## config.mk

```make
export PLATFORM = sky130hd
export DESIGN_NAME = vx_alu_lane_dispatch_flat
export DESIGN_NICKNAME = d
export VERILOG_FILES = /design/src/rtl/vx_alu_lane_dispatch_if.sv /design/src/rtl/vx_alu_lane_dispatch.sv /design/src/flat_wrapper.sv
export SDC_FILE = /design/constraint.sdc
export NUM_CORES = 1
export LEC_CHECK = 0
export BUFFER_PORTS_ARGS = -buffer_cell sky130_fd_sc_hd__buf_2
export CORE_ASPECT_RATIO = 0.6
export CORE_MARGIN = 2
export CORE_UTILIZATION = 30
export DETAILED_ROUTE_END_ITERATION = 8
export GPL_TIMING_DRIVEN = 0
export PLACE_DENSITY = 0.57
export SLEW_MARGIN = 10
export SYNTH_ARGS = -nofsm -noshare
export SYNTH_HDL_FRONTEND = slang
export SYNTH_SLANG_ARGS = --single-unit
```

## constraint.sdc

```tcl
create_clock -name clk -period 3.2 [get_ports clk]
set_clock_uncertainty 0.1 [all_clocks]
set_input_delay 0 -clock clk [delete_from_list [all_inputs] [get_ports clk]]
set_output_delay 0 -clock clk [all_outputs]
set_load 0.005 [all_outputs]
```

## src/rtl/vx_alu_lane_dispatch_if.sv

```systemverilog
// Dispatch bundle: one full-warp ALU instruction in, lane-block packets out.
// The master drives the instruction and consumes packets; the slave is the dispatcher.
interface vx_alu_lane_dispatch_if #(
    parameter int NUM_THREADS = 4,
    parameter int NUM_LANES   = 2,
    parameter int XLEN        = 32,
    parameter int CTRLW       = 64
);
    localparam int PID_COUNT = NUM_THREADS / NUM_LANES;
    localparam int PID_WIDTH = (PID_COUNT > 1) ? $clog2(PID_COUNT) : 1;

    logic                        in_valid;
    logic                        in_ready;
    logic [CTRLW-1:0]            in_ctrl;
    logic [NUM_THREADS-1:0]      in_tmask;
    logic [NUM_THREADS*XLEN-1:0] in_rs1;
    logic [NUM_THREADS*XLEN-1:0] in_rs2;
    logic [NUM_THREADS*XLEN-1:0] in_rs3;

    logic                        out_valid;
    logic                        out_ready;
    logic [CTRLW-1:0]            out_ctrl;
    logic [NUM_LANES-1:0]        out_tmask;
    logic [NUM_LANES*XLEN-1:0]   out_rs1;
    logic [NUM_LANES*XLEN-1:0]   out_rs2;
    logic [NUM_LANES*XLEN-1:0]   out_rs3;
    logic [PID_WIDTH-1:0]        out_pid;
    logic                        out_sop;
    logic                        out_eop;

    modport master (
        output in_valid, in_ctrl, in_tmask, in_rs1, in_rs2, in_rs3, out_ready,
        input  in_ready, out_valid, out_ctrl, out_tmask, out_rs1, out_rs2, out_rs3,
               out_pid, out_sop, out_eop
    );

    modport slave (
        input  in_valid, in_ctrl, in_tmask, in_rs1, in_rs2, in_rs3, out_ready,
        output in_ready, out_valid, out_ctrl, out_tmask, out_rs1, out_rs2, out_rs3,
               out_pid, out_sop, out_eop
    );
endinterface

```

## src/rtl/vx_alu_lane_dispatch.sv

```systemverilog
// Splits one buffered full-warp ALU instruction into registered lane-block packets
// tagged pid/sop/eop, optionally skipping blocks whose thread-mask slice is empty.
module vx_alu_lane_dispatch #(
    parameter int NUM_THREADS = 4,
    parameter int NUM_LANES   = 2,
    parameter int XLEN        = 32,
    parameter int CTRLW       = 64,
    parameter bit SKIP_EMPTY  = 1'b1
) (
    input logic                    clk,
    input logic                    reset,
    vx_alu_lane_dispatch_if.slave  io
);
    localparam int PID_COUNT = NUM_THREADS / NUM_LANES;
    localparam int PID_WIDTH = (PID_COUNT > 1) ? $clog2(PID_COUNT) : 1;
    localparam int BLKW      = NUM_LANES * XLEN;
    localparam int WARPW     = NUM_THREADS * XLEN;

    typedef enum logic {IDLE, SEND} state_t;

    state_t state, state_n;

    logic [NUM_THREADS-1:0] buf_tmask;
    logic [WARPW-1:0]       buf_rs1, buf_rs2, buf_rs3;

    logic                   valid_q, sop_q, eop_q;
    logic [PID_WIDTH-1:0]   pid_q;
    logic [CTRLW-1:0]       ctrl_q;
    logic [NUM_LANES-1:0]   tmask_q;
    logic [BLKW-1:0]        rs1_q, rs2_q, rs3_q;

    logic                   fire, load_new, load_adv;
    logic [PID_COUNT-1:0]   new_blocks, buf_blocks;
    logic [PID_WIDTH-1:0]   new_first, new_last, adv_pid, buf_last;

    // Blocks that will actually issue; an all-empty mask still issues block 0.
    function automatic logic [PID_COUNT-1:0] issue_blocks(input logic [NUM_THREADS-1:0] tm);
        logic [PID_COUNT-1:0] nz;
        for (int b = 0; b < PID_COUNT; b++) begin
            nz[b] = |tm[b*NUM_LANES +: NUM_LANES];
        end
        if (!SKIP_EMPTY) begin
            nz = '1;
        end else if (nz == '0) begin
            nz[0] = 1'b1;
        end
        return nz;
    endfunction

    function automatic logic [PID_WIDTH-1:0] lowest_from(input logic [PID_COUNT-1:0] vec,
                                                         input int lo);
        logic [PID_WIDTH-1:0] res;
        res = '0;
        for (int b = PID_COUNT - 1; b >= 0; b--) begin
            if (vec[b] && (b >= lo)) res = PID_WIDTH'(b);
        end
        return res;
    endfunction

    function automatic logic [PID_WIDTH-1:0] highest(input logic [PID_COUNT-1:0] vec);
        logic [PID_WIDTH-1:0] res;
        res = '0;
        for (int b = 0; b < PID_COUNT; b++) begin
            if (vec[b]) res = PID_WIDTH'(b);
        end
        return res;
    endfunction

    function automatic logic [BLKW-1:0] pick_rs(input logic [WARPW-1:0] v,
                                                input logic [PID_WIDTH-1:0] p);
        logic [BLKW-1:0] res;
        res = '0;
        for (int b = 0; b < PID_COUNT; b++) begin
            if (PID_WIDTH'(b) == p) res = v[b*BLKW +: BLKW];
        end
        return res;
    endfunction

    function automatic logic [NUM_LANES-1:0] pick_tm(input logic [NUM_THREADS-1:0] v,
                                                     input logic [PID_WIDTH-1:0] p);
        logic [NUM_LANES-1:0] res;
        res = '0;
        for (int b = 0; b < PID_COUNT; b++) begin
            if (PID_WIDTH'(b) == p) res = v[b*NUM_LANES +: NUM_LANES];
        end
        return res;
    endfunction

    assign new_blocks = issue_blocks(io.in_tmask);
    assign buf_blocks = issue_blocks(buf_tmask);
    assign new_first  = lowest_from(new_blocks, 0);
    assign new_last   = highest(new_blocks);
    assign adv_pid    = lowest_from(buf_blocks, int'(pid_q) + 1);
    assign buf_last   = highest(buf_blocks);

    assign fire        = valid_q && io.out_ready;
    assign io.in_ready = (state == IDLE) || (fire && eop_q);

    always_comb begin
        state_n  = state;
        load_new = 1'b0;
        load_adv = 1'b0;
        case (state)
            IDLE: begin
                if (io.in_valid) begin
                    load_new = 1'b1;
                    state_n  = SEND;
                end
            end
            SEND: begin
                if (fire) begin
                    if (!eop_q) begin
                        load_adv = 1'b1;
                    end else if (io.in_valid) begin
                        load_new = 1'b1;
                    end else begin
                        state_n = IDLE;
                    end
                end
            end
            default: state_n = IDLE;
        endcase
    end

    // Output register changes only on accept or advance; on drain just valid drops.
    always_ff @(posedge clk or negedge reset) begin
        if (!reset) begin
            state     <= IDLE;
            buf_tmask <= '0;
            buf_rs1   <= '0;
            buf_rs2   <= '0;
            buf_rs3   <= '0;
            valid_q   <= 1'b0;
            sop_q     <= 1'b0;
            eop_q     <= 1'b0;
            pid_q     <= '0;
            ctrl_q    <= '0;
            tmask_q   <= '0;
            rs1_q     <= '0;
            rs2_q     <= '0;
            rs3_q     <= '0;
        end else begin
            state   <= state_n;
            valid_q <= (state_n == SEND);
            if (load_new) begin
                buf_tmask <= io.in_tmask;
                buf_rs1   <= io.in_rs1;
                buf_rs2   <= io.in_rs2;
                buf_rs3   <= io.in_rs3;
                ctrl_q    <= io.in_ctrl;
                pid_q     <= new_first;
                sop_q     <= 1'b1;
                eop_q     <= (new_first == new_last);
                tmask_q   <= pick_tm(io.in_tmask, new_first);
                rs1_q     <= pick_rs(io.in_rs1, new_first);
                rs2_q     <= pick_rs(io.in_rs2, new_first);
                rs3_q     <= pick_rs(io.in_rs3, new_first);
            end else if (load_adv) begin
                pid_q   <= adv_pid;
                sop_q   <= 1'b0;
                eop_q   <= (adv_pid == buf_last);
                tmask_q <= pick_tm(buf_tmask, adv_pid);
                rs1_q   <= pick_rs(buf_rs1, adv_pid);
                rs2_q   <= pick_rs(buf_rs2, adv_pid);
                rs3_q   <= pick_rs(buf_rs3, adv_pid);
            end
        end
    end

    assign io.out_valid = valid_q;
    assign io.out_ctrl  = ctrl_q;
    assign io.out_tmask = tmask_q;
    assign io.out_rs1   = rs1_q;
    assign io.out_rs2   = rs2_q;
    assign io.out_rs3   = rs3_q;
    assign io.out_pid   = pid_q;
    assign io.out_sop   = sop_q;
    assign io.out_eop   = eop_q;
endmodule

```

## src/flat_wrapper.sv

```systemverilog
// flat-port wrapper written by rule: the top's interface ports become plain ports
module vx_alu_lane_dispatch_flat 
#(
    parameter int NUM_THREADS = 4,
    parameter int NUM_LANES   = 2,
    parameter int XLEN        = 32,
    parameter int CTRLW       = 64,
    parameter bit SKIP_EMPTY  = 1'b1
)
  (clk, reset, io_in_valid, io_in_ctrl, io_in_tmask, io_in_rs1, io_in_rs2, io_in_rs3, io_out_ready, io_in_ready, io_out_valid, io_out_ctrl, io_out_tmask, io_out_rs1, io_out_rs2, io_out_rs3, io_out_pid, io_out_sop, io_out_eop);
  vx_alu_lane_dispatch_if #(.NUM_THREADS(NUM_THREADS), .NUM_LANES(NUM_LANES), .XLEN(XLEN), .CTRLW(CTRLW)) io_i ();
  input logic clk;
  input logic reset;
  input wire logic [$bits(io_i.in_valid)-1:0] io_in_valid;
  input wire logic [$bits(io_i.in_ctrl)-1:0] io_in_ctrl;
  input wire logic [$bits(io_i.in_tmask)-1:0] io_in_tmask;
  input wire logic [$bits(io_i.in_rs1)-1:0] io_in_rs1;
  input wire logic [$bits(io_i.in_rs2)-1:0] io_in_rs2;
  input wire logic [$bits(io_i.in_rs3)-1:0] io_in_rs3;
  input wire logic [$bits(io_i.out_ready)-1:0] io_out_ready;
  output wire logic [$bits(io_i.in_ready)-1:0] io_in_ready;
  output wire logic [$bits(io_i.out_valid)-1:0] io_out_valid;
  output wire logic [$bits(io_i.out_ctrl)-1:0] io_out_ctrl;
  output wire logic [$bits(io_i.out_tmask)-1:0] io_out_tmask;
  output wire logic [$bits(io_i.out_rs1)-1:0] io_out_rs1;
  output wire logic [$bits(io_i.out_rs2)-1:0] io_out_rs2;
  output wire logic [$bits(io_i.out_rs3)-1:0] io_out_rs3;
  output wire logic [$bits(io_i.out_pid)-1:0] io_out_pid;
  output wire logic [$bits(io_i.out_sop)-1:0] io_out_sop;
  output wire logic [$bits(io_i.out_eop)-1:0] io_out_eop;
  assign io_i.in_valid = io_in_valid;
  assign io_i.in_ctrl = io_in_ctrl;
  assign io_i.in_tmask = io_in_tmask;
  assign io_i.in_rs1 = io_in_rs1;
  assign io_i.in_rs2 = io_in_rs2;
  assign io_i.in_rs3 = io_in_rs3;
  assign io_i.out_ready = io_out_ready;
  assign io_in_ready = io_i.in_ready;
  assign io_out_valid = io_i.out_valid;
  assign io_out_ctrl = io_i.out_ctrl;
  assign io_out_tmask = io_i.out_tmask;
  assign io_out_rs1 = io_i.out_rs1;
  assign io_out_rs2 = io_i.out_rs2;
  assign io_out_rs3 = io_i.out_rs3;
  assign io_out_pid = io_i.out_pid;
  assign io_out_sop = io_i.out_sop;
  assign io_out_eop = io_i.out_eop;
  vx_alu_lane_dispatch #(.NUM_THREADS(NUM_THREADS), .NUM_LANES(NUM_LANES), .XLEN(XLEN), .CTRLW(CTRLW), .SKIP_EMPTY(SKIP_EMPTY)) u_core (.clk(clk), .reset(reset), .io(io_i));
endmodule
```

# Yosys cells after proc, flatten, opt, wreduce, memory -nomap -nowiden
# Cells that the tools add are included.
totals:
  regBits: 650
  input_bits: 456
  output_inout_bits: 263
  wordCells: 70
op_classes:
  addsub: 1
  n_lt_le_gt_ge: 2
  eq_ne: 2
  muxes: 39
  bitwise: 1
  n_reduce_logical: 12
ops:
  columns: ["op", "n"]
  rows:
  - ["two-way mux 64 bit", 12]
  - [">= comparator 1 x 32 -> 1 bit (first input constant)", 1]
  - [">= comparator 2 x 32 -> 1 bit (first input constant)", 1]
  - ["two-way mux 1 bit", 21]
  - ["two-way mux 2 bit", 4]
  - ["OR reduction 2 bit", 4]
  - ["logical AND 1 bit", 4]
  - ["zero test 2 bit", 2]
  - ["case mux 1 bit (2 select lines)", 2]
  - ["adder 1 x 1 -> 2 bit (second input constant)", 1]
  - ["equality test 1 bit", 2]
  - ["nonzero test 2 bit", 1]
  - ["logical OR 1 bit", 1]
  - ["NOT 1 bit", 1]

# Longest topological paths before layout
# Gate-level depths: netlist of run 1.
depth:
  depth_word: 8
  mapped_depth: 7

# Worst setup path before layout of run 1
# No wires, ideal clock.
synth_timing:
  path_kind: "register to register"
  from: "register u_core.state"
  to: "register u_core.rs1_q[0], in the netlist u_core.io.out_rs1[0]"
  arrival_time_ns: 1.409
  required_ns: 2.958
  setup_slack_ns: 1.549
  path_stages_with_launch: 7
  n_path_buf: 2
  synth_period_minus_slack_ns: 1.651
  path_cell_list: "dfrtp_1 nor2b_1 o22ai_2 nand2b_4 buf_6 buf_2 o221ai_1"
synth_between:
  elab_chain_cells: 4
  word_cells_on_any_way: 8
synth_rtl:
  columns: ["item", "line", "text"]
  rows:
  - ["from (decl)", "vx_alu_lane_dispatch.sv:21", "state_t state, state_n;"]
  - ["from (signal assigned)", "vx_alu_lane_dispatch.sv:143", "state <= state_n;"]
  - ["logical AND 1 bit", null, null]
  - ["two-way mux 1 bit", null, null]
  - ["case mux 1 bit (2 select lines) or two-way mux 1 bit (tied branches)", "vx_alu_lane_dispatch.sv:103", "case (state)"]
  - ["two-way mux 64 bit or nonzero test 2 bit (tied branches)", null, null]
  - ["to (signal assigned)", "vx_alu_lane_dispatch.sv:155", "rs1_q <= pick_rs(io.in_rs1, new_first);"]
  - ["to (signal assigned)", "vx_alu_lane_dispatch.sv:163", "rs1_q <= pick_rs(buf_rs1, adv_pid);"]
  - ["to (decl)", "vx_alu_lane_dispatch.sv:30", "logic [BLKW-1:0] rs1_q, rs2_q, rs3_q;"]
# Several ways; a longest one is shown, not always the timed one.
# A chain may end at the register's enable or synchronous reset.

# Final worst setup path of run 1
layout_timing:
  from: "register u_core.state"
  to: "register u_core.rs3_q[1], in the netlist u_core.io.out_rs3[1]"
layout_between:
  elab_chain_cells: 4
  word_cells_on_any_way: 8
layout_rtl:
  columns: ["item", "line", "text"]
  rows:
  - ["logical AND 1 bit", null, null]
  - ["two-way mux 1 bit", null, null]
  - ["case mux 1 bit (2 select lines) or two-way mux 1 bit (tied branches)", "vx_alu_lane_dispatch.sv:103", null]
  - ["two-way mux 64 bit or nonzero test 2 bit (tied branches)", null, null]
  - ["to (signal assigned)", "vx_alu_lane_dispatch.sv:157", "rs3_q <= pick_rs(io.in_rs3, new_first);"]
  - ["to (signal assigned)", "vx_alu_lane_dispatch.sv:165", "rs3_q <= pick_rs(buf_rs3, adv_pid);"]
  - ["to (decl)", "vx_alu_lane_dispatch.sv:30", null]
# Several ways; a longest one is shown, not always the timed one.

==> impl_metrics.toml, run 1 <==
[clock_tree]
clk_pin_slew_worst_paths_ns = 0.07
cts_num_sinks = 650
clock_latency_ns = 0.64
post-cts-setup-buffers = 0
cts-htree-levels = 3
clock-root-buffer = "clkbuf_16"
numCtsBuffers = 70
cts_tree = "done"
cts_buffer_depth = 3

[yosys]
ys_ff_latch = 650
ys_types = 26
yosysSeqAreaShare_pct = 56.4
yosys_warnings = 0
synthCells = 3016
synth_area_um2 = 28800
syn_nets = 3472
avgSynthCellArea_um2 = 9.56

[status]
outcome = "finished clean"

[critical_path]
worstPathRequired_ns = 3.63
worstPathArrival_ns = 3.30
worstSetupStartpoint = "u_core.state$_DFF_PN0_"
path_cells = "nor2b_1, o22ai_2, buf_2, clkbuf_1, nand2_1, o221ai_1"
crit_path_top_delay_cell = "clkbuf_1"
r2r_start = "u_core.state$_DFF_PN0_"
slowest_delay_ns = 0.67
start_kind = "flop"
endpoint = "u_core.io.out_rs3[1]$_DFFE_PN0P_"
worstSetupPathType = "flop to flop"
reg2reg_depth = 6
critPathCaptureType = "flop"
crit_path_max_fanout = 10
r2r_end = "u_core.io.out_rs3[1]$_DFFE_PN0P_"
r2r_slack_ns = 0.32

[sta]
maxSlewViolCount = 0
fin_tns_setup_ns = 0
layout_setup_ws_ns = 0.325
fmax_mhz = 348
slew_headroom_pct = 45.8
period_share_pct = 89.9
rsz0062_at_grt = "no"
period_needed_ns = 2.88
finalSetupViolations = 0
hold_violations = 0
holdWs_ns = 0.0317
worst_slew_pin_slew_ns = 0.813

[placement]
port_buffers = 718
place_congestion = 0.841
place_hpwl_um = 77200
dp_cells = 5000
dpl_worst_slack_ns = 0.285

[floorplanning]
rows = 88
core_area_um2 = 95700
io_pins = 719
die_w_um = 404
die_h_um = 244
initial_core_util_pct = 30.1
die_area_um2 = 98700

[final_layout]
area_growth_pct = 53.3
n_fill_cell = 8858
postLayoutCoreUtil_pct = 46.2
layout-drive-gt1-share_pct = 21.9
finalNetCount = 5024
multiInputGateArea_um2 = 11500
final_cells = 5901
regArea_um2 = 16300

[power_and_ir_drop]
irDropWorstVdd_uv = 366
p_per_area_nw_per_um2 = 668
p_leak_uw = 0.0237

[global_route]
antenna_found_initial = 22
grt_pass1_vias = 29517
grt_max_degree = 106
track_usage_pct = 23.1
grt_pass1_wl_um = 176000
overflow = 0

[detailed_routing]
wl_um = 116000
dr.pass1.iters = 5
wl_per_cell_um = 19.7
dr.first_iter.drc_count = 2016
vias_per_cell = 4.78
antenna_left = 0
via_count = 28225
drc = 0

[job]
cap_violations = 0

[hold_path]
worstHoldStart = "io_in_rs3[118]"
hp-class = "primary input to flop"
[kinds of logic after synthesis]
kind of cell,share of synthesized area [%]
flops,56.4
compound gates,6.18
simple gates,20.5
mux,13.3
buf+inv,3.57
[power by group]
part / switching (uW) / internal, uW
Combinational: 4940 / 3900
Clock: 3650 / 5050
Sequential: 1370 / 10600
[critical path: cells and delay by family, from the launching register on]
kind	cells	cell delay, ns
AOI/OAI and AO/OA	2	0.63
DFF	1	0.43
buffers and inverters	2	1.26
and+or+nand+nor	2	0.32
[what timing repair did]
item / 4_1_cts / 5_1_grt
hold buffers: 756 / 0
endpoints found under the hold margin: 996 / 0
gates resized for setup: 0 / 0
[flip-flops by register name, summed over array words and instances, names as in the netlist, 2 cells and up]
register             cells
u_core.buf_tmask         4
u_core.io.out_rs3       64
u_core.io.out_rs2       64
u_core.io.out_ctrl      64
u_core.buf_rs2         128
u_core.buf_rs1         128
u_core.io.out_tmask      2
u_core.io.out_rs1       64
u_core.buf_rs3         128
[placed cells by master, fill, tap and decap left out, drive strengths merged]
cell	count
clkinvlp	4
clkbuf	136
and2	2
o31ai	1
dfrtp	650
o21bai	1
nor2b	3
o221ai	193
a21oi	3
nor3	2
a21bo	1
diode	19
nand2	1552
a31oi	1
nor2	4
dlygate4sd3	755
mux2i	384
buf	895
o21ai	4
clkinv	14
o22ai	1
inv	5
o31a	1
bufinv	7
nand2b	3
[Yosys cell counts, drive strengths merged]
master  count  area share [%]
o221ai    193             5.9
o21bai      1           0.026
o21ai       4           0.082
dfrtp     650              56
mux2i     384              13
nand2b      3           0.091
a21bo       1           0.035
nand2    1552              20
nor2        4           0.052
clkbuf     37            0.48
buf       170             3.1
o31a        1           0.030
a21oi       3           0.052
and2        2           0.043
o22ai       1           0.043
a31oi       1           0.022
nor2b       3           0.065
o31ai       1           0.026
nor3        2           0.035
inv         3           0.039
[layer usage]
layer | up-vias | wire, um | share of wire, % | GRT usage (%)
met2 | 1050 | 53600 | 46 | 36.6
li1 | 13125 | - | - | -
met1 | 13795 | 51100 | 44 | 31.0
met3 | 251 | 7140 | 6.1 | 4.41
met5 | - | 21 | 0.018 | 0
met4 | 4 | 4410 | 3.8 | 9.14
[metrics by stage]
| step | power, uW | area (um2) |
|---|---|---|
| floorplan | 16200 | 28800 |
| global placement | 20000 | 34000 |
| detailed placement | 20100 | 34200 |
| CTS | 29600 | 44200 |
| global route | 31200 | 44200 |
| finish | 29500 | 44200 |
[area by class of cell]
| type | instances | share of cell area [%] |
|---|---|---|
| sequential | 650 | 36.8 |
| antenna | 19 | 0.108 |
| buffer | 207 | 2.30 |
| inverter | 3 | 0.0255 |
| multi-input combinational | 2156 | 26.1 |
| clock inverter | 27 | 0.798 |
| tap | 1260 | 3.57 |
| clock buffer | 99 | 4.62 |
| timing repair buffer | 1480 | 25.7 |
[worst min-delay path by stage]
| stage | slack, ns | cells past startpoint | endpoint |
|---|---|---|---|
| after floorplan | -0.40 | 0 | u_core.buf_rs1[0]$_DFFE_PN0P_ |
| after global placement | 0.09 | 3 | u_core.io.out_ctrl[40]$_DFFE_PN0P_ |
| after detailed placement | -0.12 | 1 | u_core.io.out_rs3[20]$_DFFE_PN0P_ |
| after CTS | 0.0003 | 4 | u_core.buf_rs2[92]$_DFFE_PN0P_ |
| after global routing | 0.02 | 4 | u_core.buf_rs3[72]$_DFFE_PN0P_ |
| final | 0.03 | 4 | u_core.buf_rs3[118]$_DFFE_PN0P_ |
No activity file was read; power rests on OpenSTA's default activity.
==> run 2: changes to the inputs <==
--- a/config.mk
+++ b/config.mk
@@ -5,13 +5,14 @@
 export SDC_FILE = /design/constraint.sdc
 export NUM_CORES = 1
 export LEC_CHECK = 0
+export ABC_AREA = 1
 export BUFFER_PORTS_ARGS = -buffer_cell sky130_fd_sc_hd__buf_2
 export CORE_ASPECT_RATIO = 0.6
 export CORE_MARGIN = 2
 export CORE_UTILIZATION = 30
 export DETAILED_ROUTE_END_ITERATION = 8
 export GPL_TIMING_DRIVEN = 0
-export PLACE_DENSITY = 0.57
+export PLACE_DENSITY = 0.56
 export SLEW_MARGIN = 10
 export SYNTH_ARGS = -nofsm -noshare
 export SYNTH_HDL_FRONTEND = slang
==> impl_metrics.toml, run 2 <==
[critical_path]
cp_num_buf_inv = 2
critPathCaptureType = "flop"
worstPathArrival_ns = 3.17
crit_family = "buffers and inverters"
path_cells = "nand2_1, nand2_2, nand2_2, clkbuf_1, clkbuf_1, o21ai_0"
start_kind = "flop"
worstPathRequired_ns = 3.60
slowest_delay_ns = 0.84
crit_path_top_delay_cell = "clkbuf_1"
crit_path_max_fanout = 10
worstSetupPathType = "flop to flop"

[detailed_routing]
wl_um = 145000
dr.pass1.iters = 6
dr.first_iter.drc_count = 3233
antenna_left = 0
wl_per_cell_um = 19.2
drc = 0
via_count = 35725
vias_per_cell = 4.74

[sta]
holdWs_ns = 0.0718
period_needed_ns = 2.77
rsz0062_at_grt = "no"
maxSlewViolCount = 0
finalSetupViolations = 0
fmax_mhz = 361
period_share_pct = 86.6
layout_setup_ws_ns = 0.428
hold_violations = 0
slew_headroom_pct = 27.5
worst_slew_pin_slew_ns = 1.09

[yosys]
yosys_warnings = 0
yosysSeqAreaShare_pct = 49.1
ys_top_cells_by_count = "nand2_1 (1,747), inv_1 (774), nand3_1 (772)"
syn_nets = 5118
synth_edf_count = 0
yosysMostFrequentCell = "nand2_1"
async_reset_ff_share_pct = 100
synth_top_area_cell = "dfrtp_1"
synthCells = 4662
synth_area_um2 = 33100
ys_types = 19
synth_ff_type = "dfrtp_1"
netlist_top_cells_area = "dfrtp_1 (49%), nand2_1 (20%), nand3_1 (12%), inv_1 (8.8%), o21ai_0 (5.4%)"
avgSynthCellArea_um2 = 7.11
ys_ff_latch = 650
post-synth-top-area-fraction_pct = 49.1

[global_route]
grt_max_degree = 101
grt_pass1_wl_um = 216000
track_usage_pct = 25.0
grt_pass1_vias = 34713
overflow = 0
antenna_found_initial = 27

[floorplanning]
die_w_um = 433
io_pins = 719
die_h_um = 261
initial_core_util_pct = 30.2
die_area_um2 = 113000
rows = 94
core_area_um2 = 110000

[clock_tree]
clk_pin_slew_worst_paths_ns = 0.06
clock-root-buffer = "clkbuf_16"
cts_tree = "done"
post-cts-setup-buffers = 0
numCtsBuffers = 71
cts_num_sinks = 650
cts_buffer_depth = 3
cts-htree-levels = 3
clock_latency_ns = 0.65

[final_layout]
n_fill_cell = 11335
mostFrequentLayoutCells = "nand2_1 (1,747), buf_2 (939), inv_1 (774)"
layout-drive-gt1-share_pct = 17.9
area_growth_pct = 40.4
finalNetCount = 6435
reg_top3 = "u_core.buf_rs1 (128), u_core.buf_rs2 (128), u_core.buf_rs3 (128)"
regArea_um2 = 16300
final_cells = 7541
multiInputGateArea_um2 = 12500
final_common_cell = "nand2_1"
postLayoutCoreUtil_pct = 42.4

[hold_path]
hp-class = "primary input to flop"

[power_and_ir_drop]
p_leak_uw = 0.0261
p_total_uw = 32600
p_per_area_nw_per_um2 = 700
irDropWorstVdd_uv = 377

[placement]
dp_cells = 6875
place_hpwl_um = 103000
port_buffers = 718
dpl_worst_slack_ns = 0.305
place_congestion = 0.914

[status]
outcome = "finished clean"

[job]
cap_violations = 0
run 2: layout make-up:
| cell class | count | area share (%) |
|---|---|---|
| Tap cell | 1488 | 4.00 |
| Antenna cell | 24 | 0.129 |
| Timing Repair Buffer | 1244 | 19.4 |
| Inverter | 776 | 6.26 |
| Clock buffer | 101 | 4.48 |
| Buffer | 311 | 3.20 |
| Multi-Input combinational cell | 2925 | 26.8 |
| Sequential cell | 650 | 35.0 |
| Clock inverter | 22 | 0.815 |
run 2: kinds of logic after synthesis:
group                  count (synthesis)  share of synthesized area [%]
AO/OA/AOI/OAI                        398                           6.03
buffers and inverters               1087                           13.3
flip-flops                           650                           49.1
AND/OR/NAND/NOR                     2527                           31.6
run 2: worst paths after layout:
path,startpoint,to,slack (ns),cells past startpoint
worst max-delay path,u_core.io.out_eop$_DFFE_PN0P_,u_core.buf_rs3[55]$_DFFE_PN0P_,0.43,6
worst min-delay path,io_in_rs1[33],u_core.buf_rs1[33]$_DFFE_PN0P_,0.07,4
worst max register to register,u_core.io.out_eop$_DFFE_PN0P_,u_core.buf_rs3[55]$_DFFE_PN0P_,0.43,6
worst min register to register,u_core.io.out_sop$_DFFE_PN0P_,u_core.io.out_sop$_DFFE_PN0P_,0.37,2
max in group asynchronous,reset,u_core.io.out_ctrl[5]$_DFFE_PN0P_,1.00,6
min in group asynchronous,reset,u_core.io.out_rs1[20]$_DFFE_PN0P_,0.45,4
run 2: worst register-to-register path, cell delays in order, from the launching register on:
cell and delay, ns:
dfrtp_1 0.46, nand2_1 0.13, nand2_2 0.08, nand2_2 0.24, clkbuf_1 0.85, clkbuf_1 0.59
o21ai_0 0.18
run 2: timing repair:
action | in CTS | in global routing
gates resized for setup | 0 | 0
hold buffers | 519 | 0
hold endpoints to repair | 956 | 0
run 2: layer usage:
metal,track usage (%),vias up,share of wire [%]
met5,0,-,0.017
met4,10.6,4,4.3
met3,4.73,284,7.3
met2,37.5,1498,43
met1,35.3,17048,45
li1,-,16891,-
run 2: where the power goes:
group          leakage (uW)  switching [uW]  internal (uW)  total [uW]
Sequential          0.00804            1420          10800       12200
Clock               0.00121            3710           5350        9050
Combinational        0.0169            7070           4270       11300
Total                0.0261           12200          20400       32600
run 2: stage by stage:
| stage | setup TNS [ns] | cell area (um2) |
|---|---|---|
| 4_1_cts | 0 | 46500 |
| 6_report | 0 | 46500 |
| 2_1_floorplan | 0 | 33100 |
| 3_3_place_gp | -8307.57 | 38600 |
| 3_5_place_dp | 0 | 38800 |
| 5_1_grt | 0 | 46500 |
